### config.mk
export PLATFORM = sky130hd
export DESIGN_NAME = id_ex_stage_flat
export DESIGN_NICKNAME = d
export VERILOG_FILES = /design/src/rtl/id_ex_stage_if.sv /design/src/rtl/id_ex_stage.sv /design/src/flat_wrapper.sv
export SDC_FILE = /design/constraint.sdc
export NUM_CORES = 1
export LEC_CHECK = 0
export CAP_MARGIN = 5
export CORE_AREA = 2 2 131 133
export DETAILED_ROUTE_END_ITERATION = 10
export DIE_AREA = 0 0 133 135
export DONT_BUFFER_PORTS = 1
export GPL_ROUTABILITY_DRIVEN = 1
export REMOVE_ABC_BUFFERS = 1
export SLEW_MARGIN = 25
export SYNTH_ARGS = -nofsm -noshare
export SYNTH_HDL_FRONTEND = slang
export SYNTH_SLANG_ARGS = --single-unit
### constraint.sdc
create_clock -name clk -period 5.95 [get_ports clk]
set_clock_uncertainty 0.2 [all_clocks]
set_input_delay 0.595 -clock clk [delete_from_list [all_inputs] [get_ports clk]]
set_output_delay 0.595 -clock clk [all_outputs]
set_load 0.01 [all_outputs]
### src/rtl/id_ex_stage_if.sv
// Bundles the decode-side, bypass-source and ALU-side signals of the ID/EX stage.
// The slave modport is the stage's view; master is the surrounding pipeline's view.
interface id_ex_stage_if #(parameter int unsigned XLEN = 32);
   logic            flush;
   logic            in_valid;
   logic            in_ready;
   logic [XLEN-1:0] in_pc;
   logic [3:0]      in_alu_op;
   logic [4:0]      in_rs1_addr;
   logic [4:0]      in_rs2_addr;
   logic [XLEN-1:0] in_rs1_data;
   logic [XLEN-1:0] in_rs2_data;
   logic [XLEN-1:0] in_imm;
   logic            in_use_imm;
   logic [4:0]      in_rd_addr;
   logic            in_rd_wen;
   logic [4:0]      ex_rd_addr;
   logic            ex_rd_wen;
   logic [XLEN-1:0] ex_rd_data;
   logic            ex_is_load;
   logic [4:0]      wb_rd_addr;
   logic            wb_rd_wen;
   logic [XLEN-1:0] wb_rd_data;
   logic            out_valid;
   logic            out_ready;
   logic [XLEN-1:0] out_pc;
   logic [3:0]      out_alu_op;
   logic [XLEN-1:0] out_rs1;
   logic [XLEN-1:0] out_rs2;
   logic [4:0]      out_rd_addr;
   logic            out_rd_wen;

   modport slave (
      input  flush, in_valid, in_pc, in_alu_op, in_rs1_addr, in_rs2_addr,
             in_rs1_data, in_rs2_data, in_imm, in_use_imm, in_rd_addr, in_rd_wen,
             ex_rd_addr, ex_rd_wen, ex_rd_data, ex_is_load,
             wb_rd_addr, wb_rd_wen, wb_rd_data, out_ready,
      output in_ready, out_valid, out_pc, out_alu_op, out_rs1, out_rs2,
             out_rd_addr, out_rd_wen
   );

   modport master (
      output flush, in_valid, in_pc, in_alu_op, in_rs1_addr, in_rs2_addr,
             in_rs1_data, in_rs2_data, in_imm, in_use_imm, in_rd_addr, in_rd_wen,
             ex_rd_addr, ex_rd_wen, ex_rd_data, ex_is_load,
             wb_rd_addr, wb_rd_wen, wb_rd_data, out_ready,
      input  in_ready, out_valid, out_pc, out_alu_op, out_rs1, out_rs2,
             out_rd_addr, out_rd_wen
   );
endinterface

### src/rtl/id_ex_stage.sv
// ID/EX pipeline register: resolves operands, detects RAW hazards, registers ALU inputs.
// Define ID_EX_FWD_EN to enable the EX/WB bypass network (load-use stall only).
module id_ex_stage #(
   parameter int unsigned XLEN = 32
) (
   input  logic          clk,
   input  logic          rst,
   id_ex_stage_if.slave  bus
);

   typedef enum logic {
      EMPTY = 1'b0,
      FULL  = 1'b1
   } state_e;

   state_e          state_q;
   logic [XLEN-1:0] pc_q;
   logic [3:0]      alu_op_q;
   logic [XLEN-1:0] rs1_q;
   logic [XLEN-1:0] rs2_q;
   logic [4:0]      rd_addr_q;
   logic            rd_wen_q;

   logic [XLEN-1:0] rs1_d;
   logic [XLEN-1:0] rs2_d;
   logic            held_hit;
   logic            ex_hit1, ex_hit2, wb_hit1, wb_hit2;
   logic            hazard;
   logic            in_ready;
   logic            accept;

   // A write to x0 never produces a dependency, so dst==0 never matches.
   function automatic logic src_hit(input logic [4:0] dst, input logic wen,
                                    input logic [4:0] src);
      return wen && (dst != 5'd0) && (dst == src);
   endfunction

   always_comb begin
      held_hit = 1'b0;
      ex_hit1  = src_hit(bus.ex_rd_addr, bus.ex_rd_wen, bus.in_rs1_addr);
      ex_hit2  = src_hit(bus.ex_rd_addr, bus.ex_rd_wen, bus.in_rs2_addr) && !bus.in_use_imm;
      wb_hit1  = src_hit(bus.wb_rd_addr, bus.wb_rd_wen, bus.in_rs1_addr);
      wb_hit2  = src_hit(bus.wb_rd_addr, bus.wb_rd_wen, bus.in_rs2_addr) && !bus.in_use_imm;
      if (state_q == FULL) begin
         held_hit = src_hit(rd_addr_q, rd_wen_q, bus.in_rs1_addr) ||
                    (src_hit(rd_addr_q, rd_wen_q, bus.in_rs2_addr) && !bus.in_use_imm);
      end
`ifdef ID_EX_FWD_EN
      hazard = bus.in_valid && (held_hit || (bus.ex_is_load && (ex_hit1 || ex_hit2)));
`else
      hazard = bus.in_valid && (held_hit || ex_hit1 || ex_hit2 || wb_hit1 || wb_hit2);
`endif
      in_ready = !hazard && ((state_q == EMPTY) || bus.out_ready);
      accept   = bus.in_valid && in_ready && !bus.flush;
   end

   // Operand resolution; x0 reads as zero regardless of any bypass source.
   always_comb begin
      rs1_d = '0;
      rs2_d = '0;
      if (bus.in_rs1_addr != 5'd0) begin
`ifdef ID_EX_FWD_EN
         if (ex_hit1)      rs1_d = bus.ex_rd_data;
         else if (wb_hit1) rs1_d = bus.wb_rd_data;
         else              rs1_d = bus.in_rs1_data;
`else
         rs1_d = bus.in_rs1_data;
`endif
      end
      if (bus.in_use_imm) begin
         rs2_d = bus.in_imm;
      end else if (bus.in_rs2_addr != 5'd0) begin
`ifdef ID_EX_FWD_EN
         if (ex_hit2)      rs2_d = bus.ex_rd_data;
         else if (wb_hit2) rs2_d = bus.wb_rd_data;
         else              rs2_d = bus.in_rs2_data;
`else
         rs2_d = bus.in_rs2_data;
`endif
      end
   end

`ifndef ID_EX_FWD_EN
   logic unused_bypass;
   assign unused_bypass = ^{bus.ex_rd_data, bus.wb_rd_data, bus.ex_is_load};
`endif

   always_ff @(posedge clk or posedge rst) begin
      if (rst) begin
         state_q   <= EMPTY;
         pc_q      <= '0;
         alu_op_q  <= '0;
         rs1_q     <= '0;
         rs2_q     <= '0;
         rd_addr_q <= '0;
         rd_wen_q  <= 1'b0;
      end else if (bus.flush) begin
         state_q <= EMPTY;
      end else if (accept) begin
         state_q   <= FULL;
         pc_q      <= bus.in_pc;
         alu_op_q  <= bus.in_alu_op;
         rs1_q     <= rs1_d;
         rs2_q     <= rs2_d;
         rd_addr_q <= bus.in_rd_addr;
         rd_wen_q  <= bus.in_rd_wen;
      end else if (bus.out_ready) begin
         state_q <= EMPTY;
      end
   end

   assign bus.in_ready    = in_ready;
   assign bus.out_valid   = (state_q == FULL);
   assign bus.out_pc      = pc_q;
   assign bus.out_alu_op  = alu_op_q;
   assign bus.out_rs1     = rs1_q;
   assign bus.out_rs2     = rs2_q;
   assign bus.out_rd_addr = rd_addr_q;
   assign bus.out_rd_wen  = rd_wen_q;

endmodule

### src/flat_wrapper.sv
// flat-port wrapper written by rule: the top's interface ports become plain ports
module id_ex_stage_flat 
#(
   parameter int unsigned XLEN = 32
)
  (clk, rst, bus_flush, bus_in_valid, bus_in_pc, bus_in_alu_op, bus_in_rs1_addr, bus_in_rs2_addr, bus_in_rs1_data, bus_in_rs2_data, bus_in_imm, bus_in_use_imm, bus_in_rd_addr, bus_in_rd_wen, bus_ex_rd_addr, bus_ex_rd_wen, bus_ex_rd_data, bus_ex_is_load, bus_wb_rd_addr, bus_wb_rd_wen, bus_wb_rd_data, bus_out_ready, bus_in_ready, bus_out_valid, bus_out_pc, bus_out_alu_op, bus_out_rs1, bus_out_rs2, bus_out_rd_addr, bus_out_rd_wen);
  id_ex_stage_if #(.XLEN(XLEN)) bus_i ();
  input  logic clk;
  input  logic rst;
  input wire logic [$bits(bus_i.flush)-1:0] bus_flush;
  input wire logic [$bits(bus_i.in_valid)-1:0] bus_in_valid;
  input wire logic [$bits(bus_i.in_pc)-1:0] bus_in_pc;
  input wire logic [$bits(bus_i.in_alu_op)-1:0] bus_in_alu_op;
  input wire logic [$bits(bus_i.in_rs1_addr)-1:0] bus_in_rs1_addr;
  input wire logic [$bits(bus_i.in_rs2_addr)-1:0] bus_in_rs2_addr;
  input wire logic [$bits(bus_i.in_rs1_data)-1:0] bus_in_rs1_data;
  input wire logic [$bits(bus_i.in_rs2_data)-1:0] bus_in_rs2_data;
  input wire logic [$bits(bus_i.in_imm)-1:0] bus_in_imm;
  input wire logic [$bits(bus_i.in_use_imm)-1:0] bus_in_use_imm;
  input wire logic [$bits(bus_i.in_rd_addr)-1:0] bus_in_rd_addr;
  input wire logic [$bits(bus_i.in_rd_wen)-1:0] bus_in_rd_wen;
  input wire logic [$bits(bus_i.ex_rd_addr)-1:0] bus_ex_rd_addr;
  input wire logic [$bits(bus_i.ex_rd_wen)-1:0] bus_ex_rd_wen;
  input wire logic [$bits(bus_i.ex_rd_data)-1:0] bus_ex_rd_data;
  input wire logic [$bits(bus_i.ex_is_load)-1:0] bus_ex_is_load;
  input wire logic [$bits(bus_i.wb_rd_addr)-1:0] bus_wb_rd_addr;
  input wire logic [$bits(bus_i.wb_rd_wen)-1:0] bus_wb_rd_wen;
  input wire logic [$bits(bus_i.wb_rd_data)-1:0] bus_wb_rd_data;
  input wire logic [$bits(bus_i.out_ready)-1:0] bus_out_ready;
  output wire logic [$bits(bus_i.in_ready)-1:0] bus_in_ready;
  output wire logic [$bits(bus_i.out_valid)-1:0] bus_out_valid;
  output wire logic [$bits(bus_i.out_pc)-1:0] bus_out_pc;
  output wire logic [$bits(bus_i.out_alu_op)-1:0] bus_out_alu_op;
  output wire logic [$bits(bus_i.out_rs1)-1:0] bus_out_rs1;
  output wire logic [$bits(bus_i.out_rs2)-1:0] bus_out_rs2;
  output wire logic [$bits(bus_i.out_rd_addr)-1:0] bus_out_rd_addr;
  output wire logic [$bits(bus_i.out_rd_wen)-1:0] bus_out_rd_wen;
  assign bus_i.flush = bus_flush;
  assign bus_i.in_valid = bus_in_valid;
  assign bus_i.in_pc = bus_in_pc;
  assign bus_i.in_alu_op = bus_in_alu_op;
  assign bus_i.in_rs1_addr = bus_in_rs1_addr;
  assign bus_i.in_rs2_addr = bus_in_rs2_addr;
  assign bus_i.in_rs1_data = bus_in_rs1_data;
  assign bus_i.in_rs2_data = bus_in_rs2_data;
  assign bus_i.in_imm = bus_in_imm;
  assign bus_i.in_use_imm = bus_in_use_imm;
  assign bus_i.in_rd_addr = bus_in_rd_addr;
  assign bus_i.in_rd_wen = bus_in_rd_wen;
  assign bus_i.ex_rd_addr = bus_ex_rd_addr;
  assign bus_i.ex_rd_wen = bus_ex_rd_wen;
  assign bus_i.ex_rd_data = bus_ex_rd_data;
  assign bus_i.ex_is_load = bus_ex_is_load;
  assign bus_i.wb_rd_addr = bus_wb_rd_addr;
  assign bus_i.wb_rd_wen = bus_wb_rd_wen;
  assign bus_i.wb_rd_data = bus_wb_rd_data;
  assign bus_i.out_ready = bus_out_ready;
  assign bus_in_ready = bus_i.in_ready;
  assign bus_out_valid = bus_i.out_valid;
  assign bus_out_pc = bus_i.out_pc;
  assign bus_out_alu_op = bus_i.out_alu_op;
  assign bus_out_rs1 = bus_i.out_rs1;
  assign bus_out_rs2 = bus_i.out_rs2;
  assign bus_out_rd_addr = bus_i.out_rd_addr;
  assign bus_out_rd_wen = bus_i.out_rd_wen;
  id_ex_stage #(.XLEN(XLEN)) u_core (.clk(clk), .rst(rst), .bus(bus_i));
endmodule
==> flow_metrics.env, run 1 <==
export IMPL_run_status="complete, no violations"
export IMPL_antenna_found_initial=0
export IMPL_insertedDiodeCount=0
export IMPL_tritoncts="built"
export IMPL_worst_r2r_setup_slack_ns=2.91
export IMPL_cts_setup_buffers=0
export IMPL_cts_htree_levels=3
export IMPL_finalWeightedCongestion=0.826
export IMPL_timing_rr_start="u_core.bus.out_rd_addr[0]"
export IMPL_timing_max_transition_violations_final=0
export IMPL_layout_min_cycle_time_ns=3.20
export IMPL_top_level_ports=339
export IMPL_ctsLongestPathBuffers=2
export IMPL_floorplan_initialDensity_pct=32.1
export IMPL_synthesis_to_finish_area_growth_pct=8.23
export IMPL_final_routed_wirelength_microns=13100
export IMPL_final_common_cell="sky130_fd_sc_hd__dfrtp_1"
export IMPL_setup_worst_path_start="bus_in_rs2_addr[1]"
export IMPL_number_of_library_cell_types_mapped_by_synthesis=30
export IMPL_crit_path_max_fanout=65
export IMPL_avgViaCountPerCell=5.18
export IMPL_drt_drc_violations_left=0
export IMPL_die_w_microns=133
export IMPL_drt_initial_drc_count=128
export IMPL_worstPathArrival_ns=2.41
export IMPL_fin_tns_setup_ns=0
export IMPL_critical_path_endpoint="bus_in_ready"
export IMPL_synth_xor_area_share_pct=4.99
export IMPL_worstReg2RegEnd="u_core.bus.out_rs2[29]"
export IMPL_die_y_microns=135
export IMPL_worst_setup_slack_after_placement_ns=2.74
export IMPL_grt_first_pass_wirelength_microns=19900
export IMPL_worstSetupEndpointType="output port"
export IMPL_power_ir_vdd_worst_uv=133
export IMPL_drtAntennaViolNets=0
export IMPL_synthesis_instances=406
export IMPL_hpwlAfterDp_microns=9340
export IMPL_place_port_buffers=0
export IMPL_clk_slew_on_worst_s_h_paths_ns=0.08
export IMPL_synth_seq_area_share_pct=50.9
export IMPL_n_fill_cell=1564
export IMPL_cp_required_ns=5.16
export IMPL_post_route_cells_drive_above_1_share_pct=22.0
export IMPL_finalSetupViolations=0
export IMPL_cts_resized=0
export IMPL_gr_total_overflow=0
export IMPL_synth_compound_gate_area_share_pct=14.7
export IMPL_final_cell_mix="sky130_fd_sc_hd__dfrtp_1 (107), sky130_fd_sc_hd__mux2_4 (60), sky130_fd_sc_hd__nand2_1 (36), sky130_fd_sc_hd__o31ai_1 (32), sky130_fd_sc_hd__a22o_1 (32)"
export IMPL_post_syn_area_per_cell_sq_um=13.0
export IMPL_fin_crit_sh_pct=53.8
export IMPL_worstMarginPinSlew_ns=0.849
export IMPL_clk_insertion_delay_late_ns=0.35
export IMPL_synth_top_family_by_area="multiplexers"
export IMPL_clock_sinks=107
export IMPL_grt_setup_unrepaired="no"
export IMPL_holdCritPathClass="primary input to flip-flop"
export IMPL_achievable_frequency_ghz=0.312
export IMPL_yosysWarningCount=0
export IMPL_routedWlPerCell_microns=21.3
export IMPL_cap_violations=0
export IMPL_synth_simple_gate_area_share_pct=4.45
export IMPL_pin_count_of_the_biggest_net_entering_global_routing=67
export IMPL_num_vias=3188
export IMPL_p_leak_nw=2.45
export IMPL_timing_slew_headroom_pct=43.4
export IMPL_floorplan_die_area_sq_um=18000
export IMPL_synth_fa_ha_area_share_pct=0
export IMPL_syn_cell_area_sq_um=5260
export IMPL_vias_in_the_first_global_route=3408
export IMPL_gr_util_all_layers_pct=14.4
export IMPL_num_rows=47
export IMPL_synth_ff_latch_count=107
export IMPL_setup_ws_ns=2.75
export IMPL_worstSetupPathType="primary input to output port"
export IMPL_root_buf_cell="sky130_fd_sc_hd__clkbuf_16"
export IMPL_crit_path_start_kind="primary input"
export IMPL_r2r_cells=6
export IMPL_number_of_clock_buffers_inserted_by_tritoncts=9
export IMPL_drtPass1Iterations=4
export IMPL_final_hold_viol_count=0
export IMPL_final_core_utilization_pct=34.7
export IMPL_final_nets=622
export IMPL_power_density_nw_per_um2=356
export IMPL_post_synth_mux_area_share_pct=20.1
export IMPL_coreArea_sq_um=16400
==> area by class of cell <==
type / count / area, sq um / share of cell area [%]
multi-input cells: 265 / 2350 / 41.3
well taps: 220 / 275 / 4.83
flip-flops and latches: 107 / 2680 / 47.0
clock buffers: 9 / 225 / 3.96
clock inverters: 7 / 93.8 / 1.65
repair buffers: 6 / 60.1 / 1.05
inverters: 2 / 10.0 / 0.176
==> state kept, by name (all words and copies together), names as in the netlist <==
name / count
u_core.bus.out_alu_op: 4
u_core.bus.out_rs2: 32
u_core.bus.out_rs1: 32
u_core.bus.out_rd_wen: 1
u_core.bus.out_rd_addr: 5
u_core.bus.out_pc: 32
u_core.bus.out_valid: 1
==> per-layer routing <==
metal  track usage (%)  part of all wire [%]
met5                 0                     0
met4              5.85                   2.1
met3              5.44                   9.9
met2              24.4                    49
met1              16.4                    39
==> where the power goes <==
group	switching [mW]	leakage [nW]	internal, mW
Sequential	0.198	1.29	0.875
Combinational	0.124	1.01	0.200
Clock	0.292	0.153	0.338
Total	0.614	2.45	1.41
==> cell usage after synthesis, drive strengths merged <==
| library cell | count | share of area, % |
|---|---|---|
| dfrtp | 107 | 51 |
| mux2 | 74 | 20 |
| nand2 | 37 | 2.6 |
| o21ai | 35 | 3.4 |
| a22o | 32 | 5.3 |
| o31ai | 32 | 4.6 |
| xnor2 | 27 | 4.5 |
| clkbuf | 17 | 1.2 |
| buf | 15 | 3.4 |
| nor2 | 4 | 0.43 |
| nand3 | 3 | 0.29 |
| nand4 | 3 | 0.36 |
| o32a | 3 | 0.57 |
| or4 | 3 | 0.43 |
| xor2 | 3 | 0.50 |
| a21oi | 2 | 0.19 |
| inv | 2 | 0.14 |
| nor3 | 2 | 0.19 |
| nor2b | 1 | 0.12 |
| o211ai | 1 | 0.14 |
| o21bai | 1 | 0.14 |
| o22ai | 1 | 0.24 |
| o2bb2ai | 1 | 0.17 |
==> critical path: stages <==
cell and delay [ns]:
sky130_fd_sc_hd__xnor2_1 0.16, sky130_fd_sc_hd__nand4_1 0.11, sky130_fd_sc_hd__o32a_1 0.38, sky130_fd_sc_hd__o22ai_4 0.22
sky130_fd_sc_hd__buf_4 0.53, sky130_fd_sc_hd__o21bai_1 0.24, sky130_fd_sc_hd__a21oi_1 0.16
==> stage by stage <==
step           hold slack (ns)  instance area, sq um  instances  power [mW]
2_1_floorplan            0.329                  5020        374        1.32
3_3_place_gp             0.337                  5360        599        1.40
3_5_place_dp             0.352                  5360        599        1.41
4_1_cts                  0.146                  5690        616        2.06
5_1_grt                  0.158                  5690        616        2.13
6_report                 0.167                  5690        616        2.03
==> timing repair <==
| action | in CTS | in global routing |
|---|---|---|
| setup endpoints to repair | 0 | 0 |
| hold buffers | 1 | 0 |
| endpoints found under the hold margin | 41 | 0 |
==> cell families after synthesis <==
| kind of cell | count (synthesis) |
|---|---|
| compound gates | 108 |
| xor+xnor | 30 |
| buf+inv | 34 |
| flops | 107 |
| mux | 74 |
| simple gates | 53 |
==> how the worst min path moves through the flow <==
stage | to | from | slack, ns | cells past startpoint
finish | u_core.bus.out_rs1[16] | bus_in_rs1_data[16] | 0.17 | 2
global route | u_core.bus.out_rs1[27] | bus_in_rs1_data[27] | 0.16 | 2
CTS | u_core.bus.out_rs1[3] | bus_in_rs1_data[3] | 0.15 | 2
detailed placement | u_core.bus.out_pc[26] | rst | 0.35 | 1
global placement | u_core.bus.out_pc[26] | rst | 0.34 | 1
floorplan | u_core.bus.out_alu_op[3] | u_core.bus.out_alu_op[3] | 0.33 | 1
No activity file was read; power rests on OpenSTA's default activity.
==> run 2: changes to the inputs <==
==> constraint.sdc (replaced) <==
create_clock -name clk -period 3.2 [get_ports clk]
set_clock_uncertainty 0.2 [all_clocks]
set_input_delay 0.32 -clock clk [delete_from_list [all_inputs] [get_ports clk]]
set_output_delay 0.32 -clock clk [all_outputs]
set_load 0.01 [all_outputs]
==> run 2 against run 1 <==
Via count rose by 12%. Count of clock-buffer cells in the layout did not move. Critical path depth fell by 1. Clock power rose by 86%. Non-clock buffer count rose by 79. Design area rose by 14%. First-iteration DRC count rose by 1.6%. Power rose by 91%. Largest power group unchanged.
==> flow_metrics.env, run 2 (synthesis results as in run 1) <==
export IMPL_final_hold_viol_count=0
export IMPL_clk_slew_on_worst_s_h_paths_ns=0.08
export IMPL_cp_required_ns=3.22
export IMPL_die_y_microns=135
export IMPL_gr_total_overflow=0
export IMPL_crit_path_max_fanout=42
export IMPL_achievable_frequency_ghz=0.355
export IMPL_number_of_clock_buffers_inserted_by_tritoncts=9
export IMPL_timing_max_transition_violations_final=0
export IMPL_place_port_buffers=0
export IMPL_combPwrFrac_pct=17.9
export IMPL_final_common_cell="sky130_fd_sc_hd__dfrtp_1"
export IMPL_numPlacedInstances=600
export IMPL_ctsLongestPathBuffers=2
export IMPL_timing_slew_headroom_pct=57.7
export IMPL_num_rows=47
export IMPL_cts_setup_buffers=0
export IMPL_post_route_cells_drive_above_1_share_pct=18.5
export IMPL_run_status="complete, no violations"
export IMPL_cts_htree_levels=3
export IMPL_cts_hold_buf=79
export IMPL_setup_ws_ns=0.383
export IMPL_sequentialPowerShare_pct=51.8
export IMPL_power_ir_vdd_worst_uv=236
export IMPL_routedWlPerCell_microns=19.8
export IMPL_fin_tns_setup_ns=0
export IMPL_pin_count_of_the_biggest_net_entering_global_routing=65
export IMPL_avgViaCountPerCell=5.13
export IMPL_top_level_ports=339
export IMPL_coreArea_sq_um=16400
export IMPL_hpwlAfterDp_microns=9260
export IMPL_power_switching_mw=1.17
export IMPL_clk_insertion_delay_late_ns=0.35
export IMPL_floorplan_die_area_sq_um=18000
export IMPL_vias_in_the_first_global_route=3786
export IMPL_finalWeightedCongestion=0.843
export IMPL_cap_violations=0
export IMPL_worstMarginPinSlew_ns=0.633
export IMPL_fin_cells=695
export IMPL_drt_drc_violations_left=0
export IMPL_root_buf_cell="sky130_fd_sc_hd__clkbuf_16"
export IMPL_layout_min_cycle_time_ns=2.82
export IMPL_num_vias=3564
export IMPL_final_routed_wirelength_microns=13800
export IMPL_p_leak_nw=2.79
export IMPL_power_density_nw_per_um2=594
export IMPL_gr_util_all_layers_pct=15.2
export IMPL_p_int_mw=2.69
export IMPL_final_nets=701
export IMPL_final_cell_mix="sky130_fd_sc_hd__dfrtp_1 (107), sky130_fd_sc_hd__dlygate4sd3_1 (79), sky130_fd_sc_hd__mux2_4 (60), sky130_fd_sc_hd__nand2_1 (36)"
export IMPL_insertedDiodeCount=0
export IMPL_switching_share_pct=30.3
export IMPL_holdCritPathClass="primary input to flip-flop"
export IMPL_floorplan_initialDensity_pct=32.1
export IMPL_die_w_microns=133
export IMPL_drtAntennaViolNets=0
export IMPL_worstSetupPathType="flip-flop to flip-flop"
export IMPL_synthesis_to_finish_area_growth_pct=23.7
export IMPL_cts_resized=0
export IMPL_worstSetupEndpointType="flip-flop"
export IMPL_crit_path_start_kind="flip-flop"
export IMPL_finalSetupViolations=0
export IMPL_grt_setup_unrepaired="no"
export IMPL_tritoncts="built"
export IMPL_clock_sinks=107
export IMPL_final_core_utilization_pct=39.7
export IMPL_clockPowerShare_pct=30.4
export IMPL_antenna_found_initial=0
export IMPL_grt_first_pass_wirelength_microns=21300
export IMPL_worstPathArrival_ns=2.84
export IMPL_fin_crit_sh_pct=88.0
export IMPL_drtPass1Iterations=4
export IMPL_worst_setup_slack_after_placement_ns=0.422
export IMPL_drt_initial_drc_count=130
==> run 2: changes by cell type in the layout (fill, tap and decap cells not counted) <==
cell,delta
sky130_fd_sc_hd__dlygate4sd3_1,+78
sky130_fd_sc_hd__buf_12,+2
sky130_fd_sc_hd__buf_4,-1
sky130_fd_sc_hd__clkinv_4,+1
sky130_fd_sc_hd__clkinvlp_4,-1
sky130_fd_sc_hd__inv_6,+1
sky130_fd_sc_hd__inv_8,-1
==> run 2: routing by layer <==
metal | track usage (%) | routed length, microns | vias to the layer above
met3 | 5.11 | 1190 | 22
met4 | 6.03 | 308 | 0
met5 | 0 | 0 | -
li1 | - | - | 1603
met2 | 26.9 | 7180 | 191
met1 | 16.9 | 5120 | 1748
==> run 2: final timing paths <==
| kind | cells after the start | endpoint | start | slack (ns) |
|---|---|---|---|---|
| max in group asynchronous | 3 | u_core.bus.out_pc[29] | rst | 1.66 |
| worst max-delay path | 6 | u_core.bus.out_rs2[25] | u_core.bus.out_rd_addr[0] | 0.38 |
| min in group asynchronous | 2 | u_core.bus.out_pc[21] | rst | 0.35 |
| worst max register to register | 6 | u_core.bus.out_rs2[25] | u_core.bus.out_rd_addr[0] | 0.38 |
| worst min register to register | 1 | u_core.bus.out_rs2[27] | u_core.bus.out_rs2[27] | 0.37 |
| worst min-delay path | 2 | u_core.bus.out_rs2[30] | bus_in_imm[30] | 0.02 |
==> run 2: final cells by class <==
| type | instances | area (sq um) |
|---|---|---|
| clock buffer | 9 | 225 |
| fill | 1498 | 9900 |
| timing repair buffer | 85 | 873 |
| sequential | 107 | 2680 |
| multi-input combinational | 265 | 2350 |
| tap | 220 | 275 |
| inverter | 2 | 10.0 |
| clock inverter | 7 | 92.6 |
==> run 2: power groups by stage <==
stage          sequential (mW)  combinational [mW]  clock (mW)
2_1_floorplan             1.93               0.527           0
3_3_place_gp              2.02               0.584           0
3_5_place_dp              2.02               0.612           0
4_1_cts                   2.00               0.693        1.22
5_1_grt                   2.04               0.758        1.27
6_report                  2.00               0.690        1.17
==> run 2: metrics by stage <==
| stage | total power [mW] | instance area (sq um) | hold WS [ns] |
|---|---|---|---|
| floorplan | 2.46 | 5020 | 0.254 |
| global placement | 2.60 | 5400 | 0.115 |
| detailed placement | 2.63 | 5400 | 0.129 |
| CTS | 3.91 | 6500 | 0.00320 |
| global route | 4.07 | 6510 | 0.0137 |
| finish | 3.86 | 6510 | 0.0195 |
==> run 2: worst max-delay path, stage by stage (launching register included) <==
cell,delay (ns)
sky130_fd_sc_hd__dfrtp_1,0.48
sky130_fd_sc_hd__or4_1,0.56
sky130_fd_sc_hd__o211ai_1,0.31
sky130_fd_sc_hd__o21ai_4,0.09
sky130_fd_sc_hd__nor2_4,0.31
sky130_fd_sc_hd__buf_12,0.32
sky130_fd_sc_hd__mux2_1,0.36
==> run 3: changes to the inputs <==
--- a/config.mk
+++ b/config.mk
@@ -12,7 +12,6 @@
 export DONT_BUFFER_PORTS = 1
 export GPL_ROUTABILITY_DRIVEN = 1
 export REMOVE_ABC_BUFFERS = 1
-export SLEW_MARGIN = 25
 export SYNTH_ARGS = -nofsm -noshare
 export SYNTH_HDL_FRONTEND = slang
 export SYNTH_SLANG_ARGS = --single-unit
==> run 3 against run 2 <==
Largest power group unchanged. Combinational power barely moved. Power increased by 0.11%. Die area is the same. Largest cell class unchanged. Non-clock buffer count stayed put. Sequential power hardly changed. Count of clock-buffer cells in the layout did not move. Fmax about the same. Register-to-register slack hardly changed. Critical path type unchanged. Critical path depth unchanged. Sequential share of layout area about the same. Design area hardly changed.
==> flow_metrics.env, run 3 (synthesis results as in run 1) <==
export IMPL_worstReg2RegEnd="u_core.bus.out_rs2[25]"
export IMPL_number_of_clock_buffers_inserted_by_tritoncts=9
export IMPL_final_common_cell="sky130_fd_sc_hd__dfrtp_1"
export IMPL_worstSetupEndpointType="flip-flop"
export IMPL_coreArea_sq_um=16400
export IMPL_floorplan_initialDensity_pct=32.1
export IMPL_holdCritPathClass="primary input to flip-flop"
export IMPL_finalSetupViolations=0
export IMPL_drtAntennaViolNets=0
export IMPL_avgViaCountPerCell=5.17
export IMPL_clockPowerShare_pct=30.4
export IMPL_combPwrFrac_pct=17.9
export IMPL_detailed_place_area_sq_um=5400
export IMPL_grt_first_pass_wirelength_microns=21300
export IMPL_final_cell_area_sq_um=6500
export IMPL_crit_path_start_kind="flip-flop"
export IMPL_root_buf_cell="sky130_fd_sc_hd__clkbuf_16"
export IMPL_routedWlPerCell_microns=19.9
export IMPL_num_rows=47
export IMPL_final_core_utilization_pct=39.6
export IMPL_finalWeightedCongestion=0.843
export IMPL_power_switching_mw=1.17
export IMPL_crit_path_max_fanout=42
export IMPL_worst_r2r_setup_slack_ns=0.38
export IMPL_clk_slew_on_worst_s_h_paths_ns=0.08
export IMPL_drtPass1Iterations=4
export IMPL_clk_insertion_delay_late_ns=0.35
export IMPL_num_vias=3592
export IMPL_hold_path_end="u_core.bus.out_rs2[30]"
export IMPL_fin_crit_sh_pct=88.1
export IMPL_drt_drc_violations_left=0
export IMPL_die_w_microns=133
export IMPL_met2_wirelength_microns=7170
export IMPL_synthesis_to_finish_area_growth_pct=23.6
export IMPL_r2r_cells=6
export IMPL_sequentialPowerShare_pct=51.7
export IMPL_die_y_microns=135
export IMPL_timing_slew_headroom_pct=25.0
export IMPL_vias_in_the_first_global_route=3786
export IMPL_insertedDiodeCount=0
export IMPL_gr_total_overflow=0
export IMPL_n_fill_cell=1500
export IMPL_final_cell_mix="sky130_fd_sc_hd__dfrtp_1 (107), sky130_fd_sc_hd__dlygate4sd3_1 (79), sky130_fd_sc_hd__mux2_4 (60), sky130_fd_sc_hd__nand2_1 (37)"
export IMPL_drt_initial_drc_count=156
export IMPL_final_hold_viol_count=0
export IMPL_tritoncts="built"
export IMPL_timing_rr_start="u_core.bus.out_rd_addr[0]"
export IMPL_hold_path_startpoint="bus_in_imm[30]"
export IMPL_pin_count_of_the_biggest_net_entering_global_routing=65
export IMPL_power_ir_vdd_worst_uv=236
export IMPL_p_leak_nw=2.79
export IMPL_place_port_buffers=0
export IMPL_timing_max_transition_violations_final=0
export IMPL_grt_setup_unrepaired="no"
export IMPL_floorplan_die_area_sq_um=18000
export IMPL_detail_route_wirelength_met1_microns=5150
export IMPL_post_route_cells_drive_above_1_share_pct=18.3
export IMPL_gr_util_all_layers_pct=15.2
export IMPL_worstSetupPathType="flip-flop to flip-flop"
export IMPL_switching_share_pct=30.3
export IMPL_power_density_nw_per_um2=595
export IMPL_p_int_mw=2.69
export IMPL_topRoutingLayerUsed="met4"
export IMPL_final_nets=701
export IMPL_achievable_frequency_ghz=0.355
export IMPL_worstPathArrival_ns=2.84
export IMPL_cp_required_ns=3.22
export IMPL_timing_hold_worst_path_depth=2
export IMPL_layout_min_cycle_time_ns=2.82
export IMPL_run_status="complete, no violations"
export IMPL_final_routed_wirelength_microns=13800
export IMPL_top_level_ports=339
export IMPL_clock_sinks=107
export IMPL_cts_htree_levels=3
export IMPL_antenna_found_initial=0
export IMPL_hpwlAfterDp_microns=9260
export IMPL_ctsLongestPathBuffers=2
export IMPL_cap_violations=0
export IMPL_worstMarginPinSlew_ns=1.12
export IMPL_wl_met3_microns=1200
==> run 3: metrics by stage <==
stage	worst slack, ns	setup TNS, ns	std cells	total power, mW	hold slack [ns]
3_5_place_dp	0.422	0	600	2.63	0.129
2_1_floorplan	-1.06	-91.36	374	2.46	0.254
5_1_grt	0.303	0	695	4.07	0.0137
3_3_place_gp	0.441	0	600	2.60	0.115
4_1_cts	0.394	0	695	3.91	0.00320
6_report	0.381	0	695	3.87	0.0180
==> run 3: worst max-delay path by stage <==
stage,slack [ns],cells past startpoint,end,start
after CTS,0.39,6,u_core.bus.out_rs2[25],u_core.bus.out_rd_addr[0]
after global placement,0.44,6,u_core.bus.out_rs2[31],u_core.bus.out_rd_addr[0]
after floorplan,-1.06,6,u_core.bus.out_alu_op[3],u_core.bus.out_rd_addr[4]
after global routing,0.30,6,u_core.bus.out_rs2[28],u_core.bus.out_rd_addr[0]
after detailed placement,0.42,6,u_core.bus.out_rs2[31],u_core.bus.out_rd_addr[0]
final,0.38,6,u_core.bus.out_rs2[25],u_core.bus.out_rd_addr[0]
==> run 3: power by group through the flow <==
stage	combinational, mW	sequential, mW	clock [mW]
after global placement	0.584	2.02	0
after floorplan	0.527	1.93	0
final	0.691	2.00	1.18
after detailed placement	0.612	2.02	0
after CTS	0.693	2.00	1.22
after global routing	0.757	2.04	1.27
==> run 3: timing repair <==
action	in CTS	in global routing
hold buffers	79	0
endpoints found under the hold margin	124	0
gates resized for setup	0	0
setup endpoints to repair	0	0
setup buffers	0	0
==> run 3: metal layers <==
metal	track usage (%)	vias up
met2	26.9	200
li1	-	1606
met3	5.11	20
met1	16.9	1766
met5	0	-
met4	6.03	0
==> run 3: worst max-delay path, cell delays in order (launching register included) <==
cell and delay, ns:
sky130_fd_sc_hd__dfrtp_1 0.48, sky130_fd_sc_hd__or4_1 0.56, sky130_fd_sc_hd__o211ai_1 0.32, sky130_fd_sc_hd__o21ai_4 0.10, sky130_fd_sc_hd__nor2_4 0.31, sky130_fd_sc_hd__buf_12 0.32, sky130_fd_sc_hd__mux2_1 0.36
==> run 3: layout make-up <==
| type | instances | area [sq um] | share of cell area (%) |
|---|---|---|---|
| clock buffers | 9 | 225 | 3.46 |
| flip-flops and latches | 107 | 2680 | 41.2 |
| repair buffers | 85 | 873 | 13.4 |
| multi-input cells | 265 | 2350 | 36.1 |
| inverters | 2 | 10.0 | 0.154 |
| well taps | 220 | 275 | 4.23 |
| clock inverters | 7 | 92.6 | 1.42 |
